### src/rtl/multiword_add_pkg.sv
// multiword_add_pkg: shared limb width, limb type and sequencer state encoding
package multiword_add_pkg;
  localparam int LIMB_W = 16;
  typedef enum logic [1:0] {IDLE, RUN, DONE} state_e;
  typedef logic [15:0] limb_t;
endpackage

### src/rtl/limb_adder16.sv
// limb_adder16: combinational 16-bit Kogge-Stone prefix adder with carry-in
module limb_adder16 (
  input  logic [15:0] a,
  input  logic [15:0] b,
  input  logic        cin,
  output logic [15:0] sum,
  output logic        cout
);
  logic [15:0] g, p;
  // cin folds into bit-0 generate so every prefix G[i:0] already includes it
  always_comb begin
    g = a & b;
    p = a ^ b;
    g[0] = g[0] | (p[0] & cin);
    for (int d = 1; d < 16; d = d * 2)
      for (int i = 15; i >= d; i--) begin
        g[i] = g[i] | (p[i] & g[i-d]);
        p[i] = p[i] & p[i-d];
      end
    sum = a ^ b ^ {g[14:0], cin};
    cout = g[15];
  end
endmodule

### src/rtl/multiword_add_seq.sv
// multiword_add_seq: WIDTH-bit add/sub, one 16-bit limb per cycle; MULTIWORD_ADD_SEQ_OVF_EN adds out_ovf
module multiword_add_seq
  import multiword_add_pkg::*;
#(
  parameter int WIDTH = 64
) (
  input  logic             clk,
  input  logic             rst_n,
  input  logic             in_valid,
  output logic             in_ready,
  input  logic [WIDTH-1:0] in_a,
  input  logic [WIDTH-1:0] in_b,
  input  logic             in_sub,
  output logic             out_valid,
  input  logic             out_ready,
  output logic [WIDTH-1:0] out_sum,
  output logic             busy,
`ifdef MULTIWORD_ADD_SEQ_OVF_EN
  output logic             out_carry,
  output logic             out_ovf
`else
  output logic             out_carry
`endif
);
  localparam int NUM_LIMBS = WIDTH / LIMB_W;
  localparam int IW = NUM_LIMBS > 1 ? $clog2(NUM_LIMBS) : 1;
  state_e state, nxt;
  logic [IW-1:0] idx;
  limb_t [NUM_LIMBS-1:0] a_r, b_r, sum_r;
  limb_t bx, ls;
  logic sub_r, carry_r, lc, last;
  assign last = idx == IW'(NUM_LIMBS - 1);
  assign bx = b_r[idx] ^ {LIMB_W{sub_r}};
  assign out_sum = sum_r;
  limb_adder16 u_add (.a(a_r[idx]), .b(bx), .cin(carry_r), .sum(ls), .cout(lc));
  always_ff @(posedge clk or negedge rst_n)
    if (!rst_n) state <= IDLE;
    else state <= nxt;
  always_comb begin
    nxt = state;
    case (state)
      IDLE: nxt = in_valid ? RUN : IDLE;
      RUN: nxt = last ? DONE : RUN;
      DONE: nxt = out_ready ? IDLE : DONE;
      default: nxt = IDLE;
    endcase
  end
  always_comb begin
    in_ready = state == IDLE;
    out_valid = state == DONE;
    busy = state != IDLE;
  end
  always_ff @(posedge clk or negedge rst_n)
    if (!rst_n) begin
      idx <= '0;
      a_r <= '0;
      b_r <= '0;
      sub_r <= 1'b0;
      carry_r <= 1'b0;
      sum_r <= '0;
      out_carry <= 1'b0;
`ifdef MULTIWORD_ADD_SEQ_OVF_EN
      out_ovf <= 1'b0;
`endif
    end else if (state == IDLE && in_valid) begin
      a_r <= in_a;
      b_r <= in_b;
      sub_r <= in_sub;
      carry_r <= in_sub;
      sum_r <= '0;
      idx <= '0;
      out_carry <= 1'b0;
`ifdef MULTIWORD_ADD_SEQ_OVF_EN
      out_ovf <= 1'b0;
`endif
    end else if (state == RUN) begin
      sum_r[idx] <= ls;
      carry_r <= lc;
      idx <= last ? '0 : idx + IW'(1);
      if (last) begin
        out_carry <= lc;
`ifdef MULTIWORD_ADD_SEQ_OVF_EN
        // carry into the MSB recovered from the MSB sum bit
        out_ovf <= ls[15] ^ a_r[idx][15] ^ bx[15] ^ lc;
`endif
      end
    end
endmodule
### config.mk
export PLATFORM = sky130hd
export DESIGN_NAME = multiword_add_seq
export DESIGN_NICKNAME = d
export VERILOG_FILES = /design/src/rtl/multiword_add_pkg.sv /design/src/rtl/limb_adder16.sv /design/src/rtl/multiword_add_seq.sv
export SDC_FILE = /design/constraint.sdc
export NUM_CORES = 1
export LEC_CHECK = 0
export CORE_MARGIN = 4
export CORE_UTILIZATION = 51
export CTS_CLUSTER_SIZE = 12
export DETAILED_ROUTE_END_ITERATION = 10
export PLACE_DENSITY_LB_ADDON = 0.08
export SLEW_MARGIN = 10
export SYNTH_ARGS = -nofsm -noshare
export SYNTH_HDL_FRONTEND = slang
export SYNTH_SLANG_ARGS = --single-unit
### constraint.sdc
create_clock -name clk -period 4.9 [get_ports clk]
set_clock_uncertainty 0.15 [all_clocks]
set_input_delay 0.735 -clock clk [delete_from_list [all_inputs] [get_ports clk]]
set_output_delay 0.735 -clock clk [all_outputs]
set_load 0.02 [all_outputs]
## Word level (Yosys, flattened, before mapping)

Cells that the tools add are included.

- Input port bits: 133
- Flip-flop bits (word level): 199
- Memories kept: 0
- Bits in latches: 0
- Memory bits (writable): 0
- Output and inout port bits: 68
- Logic and storage cells: 189
- ROM bits: 0

- $mul: 0
- Multiplexer cells: 21
- Eq/ne operators: 3
- Shift-type cells: 0
- Add/subtract/negate cells: 1
- Divide/modulo/power cells: 0
- Bitwise operators: 138
- Reductions and logical operators: 7
- $lt $le $gt $ge: 2

Operator list:

| kind | number |
|---|---|
| $mux W64 | 2 |
| $and A1 B1 Y1 | 84 |
| $bmux W16 S2 | 2 |
| $bwmux W64 | 1 |
| $or A1 B1 Y1 | 50 |
| $mux W16 | 3 |
| $xor A16 B16 Y16 | 3 |
| $demux W16 S2 | 1 |
| $and A16 B16 Y16 | 1 |
| $mux W2 | 5 |
| $mux W1 | 6 |
| $pmux W2 S3 | 1 |
| $reduce_bool A2 Y1 | 3 |
| $eq A2 B2 Y1 const B | 2 |
| $lt A2 B3 Y1 const B | 1 |
| $add A2 B1 Y2 const B | 1 |
| $eq A2 B1 Y1 const B | 1 |
| $ge A2 B1 Y1 const B | 1 |
| $logic_and A1 B1 Y1 | 2 |
| $logic_not A2 Y1 | 1 |
| $reduce_and A2 Y1 | 1 |

## Logic depth before layout (Yosys ltp)

Gate-level depths: netlist of the first run.

- Word-level depth: 17
- Mapped depth: 12
- Depth with buffers taken out: 10

## Modules after synthesis

A second synthesis of the first run with hierarchy kept.

- Cells, all modules: 931
- Area, all modules: 9,389.0 µm²

By module, submodules not included:

| module | instances | cells each | area each (µm²) | seq. area each (µm²) |
|---|---|---|---|---|
| multiword_add_seq | 1 | 824 | 8,552.0 | 4,979.8 |
| limb_adder16 | 1 | 107 | 837.1 | 0.0 |

## Worst setup path after synthesis of the first run

Ideal clock, no wire load.

- Path type: flip-flop to flip-flop
- Start: register idx[0]
- End: register sum_r, in the netlist out_sum[28]
- Path buffers: 2
- Cell stages (with the launch flop): 13
- Arrival: 3,497 ps
- Path slack: 1,132 ps
- Required time: 4,629 ps
- Clock period less this slack: 3,768 ps
- Setup time: 121 ps
- Path through: dfrtp_1 > buf_2 > buf_2 > mux4_2 > xnor2_1 > fa_1 > fa_1 > nand2b_1 > a21oi_1 > o21ai_1 > nor3b_2 > xnor2_1 > a22o_1

- Longest elaborated chain between the ends: 16
- Elaborated cells between the ends (all ways): 48
- Those cells by class: 2 x order compare; 9 x mux; 36 x bitwise; 1 x reduce/logical

RTL lines:

| item | RTL line | RTL |
|---|---|---|
| start, declared | multiword_add_seq.sv:28 | `logic [IW-1:0] idx;` |
| start signal, assigned | multiword_add_seq.sv:79 | `idx <= last ? '0 : idx + IW'(1);` |
| $bmux W16 S2 | multiword_add_seq.sv:33 | `assign bx = b_r[idx] ^ {LIMB_W{sub_r}};` |
| $mux W16 (implied by the code) | multiword_add_seq.sv:33 |  |
| $xor A16 B16 Y16 | multiword_add_seq.sv:33 |  |
| $xor A16 B16 Y16 | limb_adder16.sv:13, limb_adder16.sv:20 |  |
| $and A1 B1 Y1 | limb_adder16.sv:14 | `g[0] = g[0] \| (p[0] & cin);` |
| $or A1 B1 Y1 | limb_adder16.sv:14 |  |
| $and A1 B1 Y1 | limb_adder16.sv:17 | `g[i] = g[i] \| (p[i] & g[i-d]);` |
| $or A1 B1 Y1 | limb_adder16.sv:17 |  |
| $and A1 B1 Y1 | limb_adder16.sv:17 |  |
| $or A1 B1 Y1 | limb_adder16.sv:17 |  |
| $and A1 B1 Y1 | limb_adder16.sv:17 |  |
| $or A1 B1 Y1 | limb_adder16.sv:17 |  |
| $xor A16 B16 Y16 | limb_adder16.sv:20 | `sum = a ^ b ^ {g[14:0], cin};` |
| $bwmux W64 * | multiword_add_seq.sv:77 | `sum_r[idx] <= ls;` |
| $mux W64 * | multiword_add_seq.sv:76 | `end else if (state == RUN) begin` |
| $mux W64 * | multiword_add_seq.sv:65 | `end else if (state == IDLE && in_valid) begin` |
| end signal, assigned by index | multiword_add_seq.sv:77 |  |
| end, declared | multiword_add_seq.sv:29 | `limb_t [NUM_LIMBS-1:0] a_r, b_r, sum_r;` |

Every way passes the cells marked *; elsewhere a longest branch is shown, timed or not. The select of a mux whose other input is x is not followed.
A chain may end at the register's enable or synchronous reset.

## Worst setup path after layout of the first run

Same ends and word-level chain as after synthesis.

==> out/qor.yml, run 1 <==
global_route:
  grt_pass1_wl_um: 36800
  grt_pass1_vias: 6955
  antenna_found_initial: 0
  grt_max_degree: 132
  grt-ovfl-total: 0
  grt_use_total_pct: 23.4
synth:
  synth_seq_area_share_pct: 54.3
  synth.top_cells.by_count: "nand2_1, dfrtp_1, a22o_1"
  synth-edff-count: 0
  async_flop_share_pct: 100
  syn_nets: 1072
  ys_warn_count: 0
  synthFlopType: "dfrtp_1"
  yosys.cell_types.count: 44
  yosysTopAreaCell: "dfrtp_1"
  syn_avg_cell_area_um2: 9.98
  yosys.area.top_type_share_pct: 54.3
  synthTopCellsByArea: "dfrtp_1, nand2_1, mux4_2"
  synth_seq_cells: 199
  synth_most_common_cell: "nand2_1"
  syn_inst: 918
  syn_area_um2: 9160
setup_path:
  cpMaxStageDelayCell: "mux4_2"
  max_stage_delay_ns: 0.57
  arrival_ns: 4.12
  worstPathRequired_ns: 5.12
  cp_max_fo: 22
  start_kind: "flip-flop"
  path_buf_inv: 2
  r2r_cells: 11
  crit_chain: "buf_4, mux4_2, xor2_1, inv_1, fa_1, nand2b_1, a21oi_1, o21ai_1, nor3b_2, xnor2_1, a22o_1"
  rrSetupSlack_ns: 1.0
  rr_startpoint: "idx[0]$_DFFE_PN0P_"
  path_class: "flip-flop to flip-flop"
  r2r_end: "out_sum[28]$_DFFE_PN0P_"
  endpoint_kind: "flip-flop"
  cp_top_family: "XOR/XNOR gates"
routing:
  wl_per_cell_um: 17.6
  route.detailed.drc: 0
  drtIter0Drc: 360
  num_vias: 7141
  ant_nets: 0
  viasPerCell: 5.36
  wl_um: 23500
  drtPass1Iterations: 7
placement:
  numPortBuffers: 200
  hpwl_um: 17200
  routabilityCongestion: 0.907
  dp_cells: 1301
layout:
  seqCellArea_um2: 4980
  syn_to_final_growth_pct: 29.6
  drive_gt1_share_pct: 8.13
  finalNetCount: 1249
  final_core_utilization_pct: 67.9
  fillCellCount: 1324
  multi_input_area_um2: 3920
  diodes: 0
  instances_no_fill: 1332
floorplanning:
  rows: 48
  coreArea_um2: 17500
  io_pins: 201
  start_util_pct: 52.4
  die_w_um: 142
  fp.dieH_um: 142
  die_area_um2: 20200
cts:
  post_cts_buffers: 0
  clkSinkCount: 199
  clkTransAtPathRegs_ns: 0.07
  post_cts_resized: 0
  cts_hold_buffers: 0
  htree_levels: 4
  cts_buffers: 17
  tritoncts: "built"
  clk_path_buf_depth: 2
  clockRootBuffer: "clkbuf_16"
  worstSkewPairLatency_ns: 0.44
pwr:
  combinationalPowerShare_pct: 58.7
  swShare_pct: 46.2
  ir_worst_vdd_v: 0.000475
  p_switching_uw: 4740
  internal_power_uw: 5520
  clockPowerShare_pct: 13.4
  powerDensity_nw_per_um2: 864
  leakagePower_uw: 0.00572
  p_seq_share_pct: 28.0
timing:
  worst_slew_pin_slew_ns: 1.15
  timing.hold.ws_ns: 0.260
  hold_violations: 0
  rsz0062_at_grt: "false"
  min_period_over_period_pct: 79.7
  tns_ns: 0
  final.min_clock_period_ns: 3.90
  slew-limit-headroom_pct: 22.8
  timing.fmax_ghz: 0.256
  finalSetupViolCount: 0
  finalMaxSlewViolations: 0
status:
  outcome: "finished clean"
flow_run:
  max-cap-violations: 0
hold_path:
  worstHoldPathType: "input port to async pin"
-- metal layers --
metal  global-route usage (%)  wire length [um]  vias up  part of all wire [%]
li1                         -                 -     3402                     -
met1                     33.4             10500     3478                    45
met2                     36.8             11100      226                    47
met3                     4.44              1450       35                   6.2
met4                     7.02               489        0                   2.1
met5                        0                 0        -                     0
-- flip-flops by register name (all words and copies together) (netlist names) --
register	count
sub_r	1
out_carry	1
a_r	64
carry_r	1
b_r	64
state	2
idx	2
out_sum	64
-- through the flow --
step | setup slack (ns) | total power, uW | cell area, um2
3_5_place_dp | 1.04 | 8860 | 11300
5_1_grt | 0.655 | 11000 | 11900
4_1_cts | 0.994 | 10300 | 11900
6_report | 0.996 | 10300 | 11900
2_1_floorplan | 1.13 | 6940 | 9160
3_3_place_gp | 1.11 | 8760 | 11300
-- cell type report --
class                           count  share of cell area (%)
Multi-Input combinational cell    654                    33.0
Sequential cell                   199                    42.0
Tap cell                          225                    2.37
Clock buffer                       17                    3.58
Inverter                           14                   0.443
Clock inverter                     14                    1.19
Timing Repair Buffer              209                    17.5
-- power by group through the flow --
stage          Clock (uW)  Sequential [uW]  Combinational (uW)
2_1_floorplan           0             2910                4030
3_3_place_gp            0             2870                5880
3_5_place_dp            0             2890                5970
4_1_cts              1380             2870                6010
5_1_grt              1440             2950                6580
6_report             1370             2870                6020
-- logic make-up (layout without fill, tap and decap cells) --
kind of cell / Yosys count / after routing / share of synthesized area [%]
compound gates: 116 / 116 / 9.50
simple gates: 455 / 455 / 19.3
fa+ha+maj: 21 / 21 / 3.03
flops: 199 / 199 / 54.3
mux: 34 / 34 / 8.14
xor+xnor: 28 / 28 / 2.68
buf+inv: 65 / 254 / 3.03
-- cells in the final DEF (no fill, tap or decap), drive strengths merged, types with 9 or more instances in the layout --
master	Yosys	layout
a21oi	19	19
a22o	45	45
buf	22	9
clkbuf	29	18
clkdlybuf4s50	0	199
dfrtp	199	199
ha	19	19
inv	14	20
mux4	32	32
nand2	417	417
nor2	16	16
o21ai	28	28
xor2	20	20
-- worst max path at each step --
| stage | from | end | slack [ns] | depth (start not counted) |
|---|---|---|---|---|
| after floorplan | idx[0]$_DFFE_PN0P_ | out_sum[28]$_DFFE_PN0P_ | 1.13 | 12 |
| after global placement | idx[0]$_DFFE_PN0P_ | out_sum[44]$_DFFE_PN0P_ | 1.11 | 11 |
| after detailed placement | idx[0]$_DFFE_PN0P_ | out_sum[28]$_DFFE_PN0P_ | 1.04 | 11 |
| after CTS | idx[0]$_DFFE_PN0P_ | out_sum[28]$_DFFE_PN0P_ | 0.99 | 11 |
| after global routing | idx[0]$_DFFE_PN0P_ | out_sum[28]$_DFFE_PN0P_ | 0.65 | 11 |
| final | idx[0]$_DFFE_PN0P_ | out_sum[28]$_DFFE_PN0P_ | 1.0 | 11 |
-- worst reg2reg max path, stage by stage, from the launching register on --
cell,delay (ns)
dfrtp_2,0.54
buf_4,0.44
mux4_2,0.58
xor2_1,0.27
inv_1,0.10
fa_1,0.43
nand2b_1,0.18
a21oi_1,0.23
o21ai_1,0.13
nor3b_2,0.18
xnor2_1,0.38
a22o_1,0.22
Power figures use the tool's default switching activity.
==> run 2, diff against run 1 <==
- CORE_UTILIZATION: 51 -> 46
- clock period: 4.9 -> 3.3 ns (I/O delays scaled with it)
==> run 2 against run 1 <==
  * Final area is 5.3% higher
  * Count of clock-buffer cells in the layout is 1 higher
  * Global-route usage is 0.75 points lower
  * Maximum frequency is 19% higher
  * Sequential share of layout area is 2.1 points lower
  * Via count is 1.8% higher
  * Flip-flop and latch count stayed put
  * First-iteration DRC count is 1.9% higher
  * Wire length is 3.2% higher
  * Register-to-register slack worse by 0.98 ns
  * Hold slack better by 0.058 ns
  * Non-clock buffer count is 39 higher
  * Largest cell class unchanged
==> out/qor.yml, run 2 (synthesis gave the netlist of run 1 again) <==
status:
  outcome: "finished clean"
timing:
  slew-limit-headroom_pct: 50.7
  worst_slew_pin_slew_ns: 0.739
  finalMaxSlewViolations: 0
  timing.fmax_ghz: 0.304
  finalSetupViolCount: 0
  min_period_over_period_pct: 99.5
  worst_slack_ns: 0.0151
  tns_ns: 0
  hold_violations: 0
  rsz0062_at_grt: "true"
  final.min_clock_period_ns: 3.28
routing:
  wl_um: 24200
  num_vias: 7273
  viasPerCell: 5.15
  ant_nets: 0
  wl_per_cell_um: 17.2
  drtIter0Drc: 367
  drtPass1Iterations: 5
  route.detailed.drc: 0
hold_path:
  worstHoldPathType: "flip-flop to flip-flop"
  hold_depth: 2
cts:
  clockRootBuffer: "clkbuf_16"
  clkTransAtPathRegs_ns: 0.07
  worstSkewPairLatency_ns: 0.43
  htree_levels: 4
  cts_buffers: 17
  clkSinkCount: 199
  tritoncts: "built"
  clk_path_buf_depth: 2
setup_path:
  path_class: "flip-flop to flip-flop"
  worstPathRequired_ns: 3.47
  arrival_ns: 3.46
  start_kind: "flip-flop"
  cp_max_fo: 5
  endpoint_kind: "flip-flop"
  r2r_cells: 10
layout:
  syn_to_final_growth_pct: 36.4
  final_core_utilization_pct: 64.0
  fillCellCount: 1634
  final_common_cell: "nand2_1"
  finalNetCount: 1288
  drive_gt1_share_pct: 14.0
  final_cell_mix: "nand2_1, clkdlybuf4s50_1, dfrtp_1"
global_route:
  grt_max_degree: 81
  grt-ovfl-total: 0
  grt_pass1_wl_um: 39300
  grt_pass1_vias: 7382
  antenna_found_initial: 1
  grt_use_total_pct: 22.6
placement:
  routabilityCongestion: 0.877
  hpwl_um: 17900
  numPortBuffers: 200
  pre_cts_ws_ns: -0.0665
floorplanning:
  fp.dieH_um: 149
  io_pins: 201
  coreArea_um2: 19500
  die_w_um: 149
  die_area_um2: 22200
  start_util_pct: 46.9
  rows: 51
flow_run:
  max-cap-violations: 0
run 2: cell count changes in the layout (fill, tap and decap cells not counted), sizes merged:
| cell | change |
|---|---|
| buf | +38 |
| clkinv | +2 |
| inv | -2 |
| clkbuf | +1 |
| diode | +1 |
| dlygate4sd3 | +1 |
run 2: layout make-up:
cell class / count / area [um2] / share of cell area [%]
inverters: 14 / 52.6 / 0.420
clock buffers: 18 / 439 / 3.51
repair buffers: 248 / 2430 / 19.4
diodes: 1 / 2.50 / 0.0200
flip-flops and latches: 199 / 4980 / 39.9
clock inverters: 14 / 143 / 1.14
multi-input cells: 654 / 4130 / 33.0
well taps: 265 / 332 / 2.65
run 2: worst paths after layout:
kind                                          start                      end  slack [ns]
worst max-delay path             idx[0]$_DFFE_PN0P_  out_sum[27]$_DFFE_PN0P_        0.02
worst min-delay path            a_r[57]$_DFFE_PN0P_      a_r[57]$_DFFE_PN0P_        0.32
worst max register to register   idx[0]$_DFFE_PN0P_  out_sum[27]$_DFFE_PN0P_        0.02
worst min register to register  a_r[57]$_DFFE_PN0P_      a_r[57]$_DFFE_PN0P_        0.32
max in group asynchronous                     rst_n       a_r[4]$_DFFE_PN0P_        1.72
min in group asynchronous                     rst_n       b_r[5]$_DFFE_PN0P_        0.49
run 2: stage by stage:
step,hold WS [ns],instances,instance area [um2]
after floorplan,0.0494,918,9210
after global placement,0.304,1374,11700
after detailed placement,0.307,1374,11700
after CTS,0.325,1410,12300
after global routing,0.346,1413,12500
final,0.318,1413,12500
run 2: per-layer routing:
metal	vias to the layer above	global-route usage, %	share of wire (%)
li1	3480	-	-
met2	219	35.4	48
met4	0	6.45	1.8
met5	-	0	0
met3	24	4.89	5.7
met1	3550	32.3	45
run 2: critical path, stage by stage (launching register included):
cell	delay, ns
dfrtp_2	0.42
buf_6	0.15
mux4_2	0.51
xor2_1	0.26
ha_1	0.32
a21o_1	0.19
a31o_4	0.23
o21ai_0	0.27
o21ai_0	0.21
xnor2_2	0.21
a22o_1	0.26
run 2: what timing repair did:
item	4_1_cts	5_1_grt
gates resized for setup	5	37
hold buffers	1	0
setup buffers	3	4
hold endpoints to repair	70	0
setup endpoints to repair	20	42
pin swaps	6	21
Power of run 2 is not shown: default switching activity piles up to over one toggle a cycle in this logic, so the estimate is an artifact.
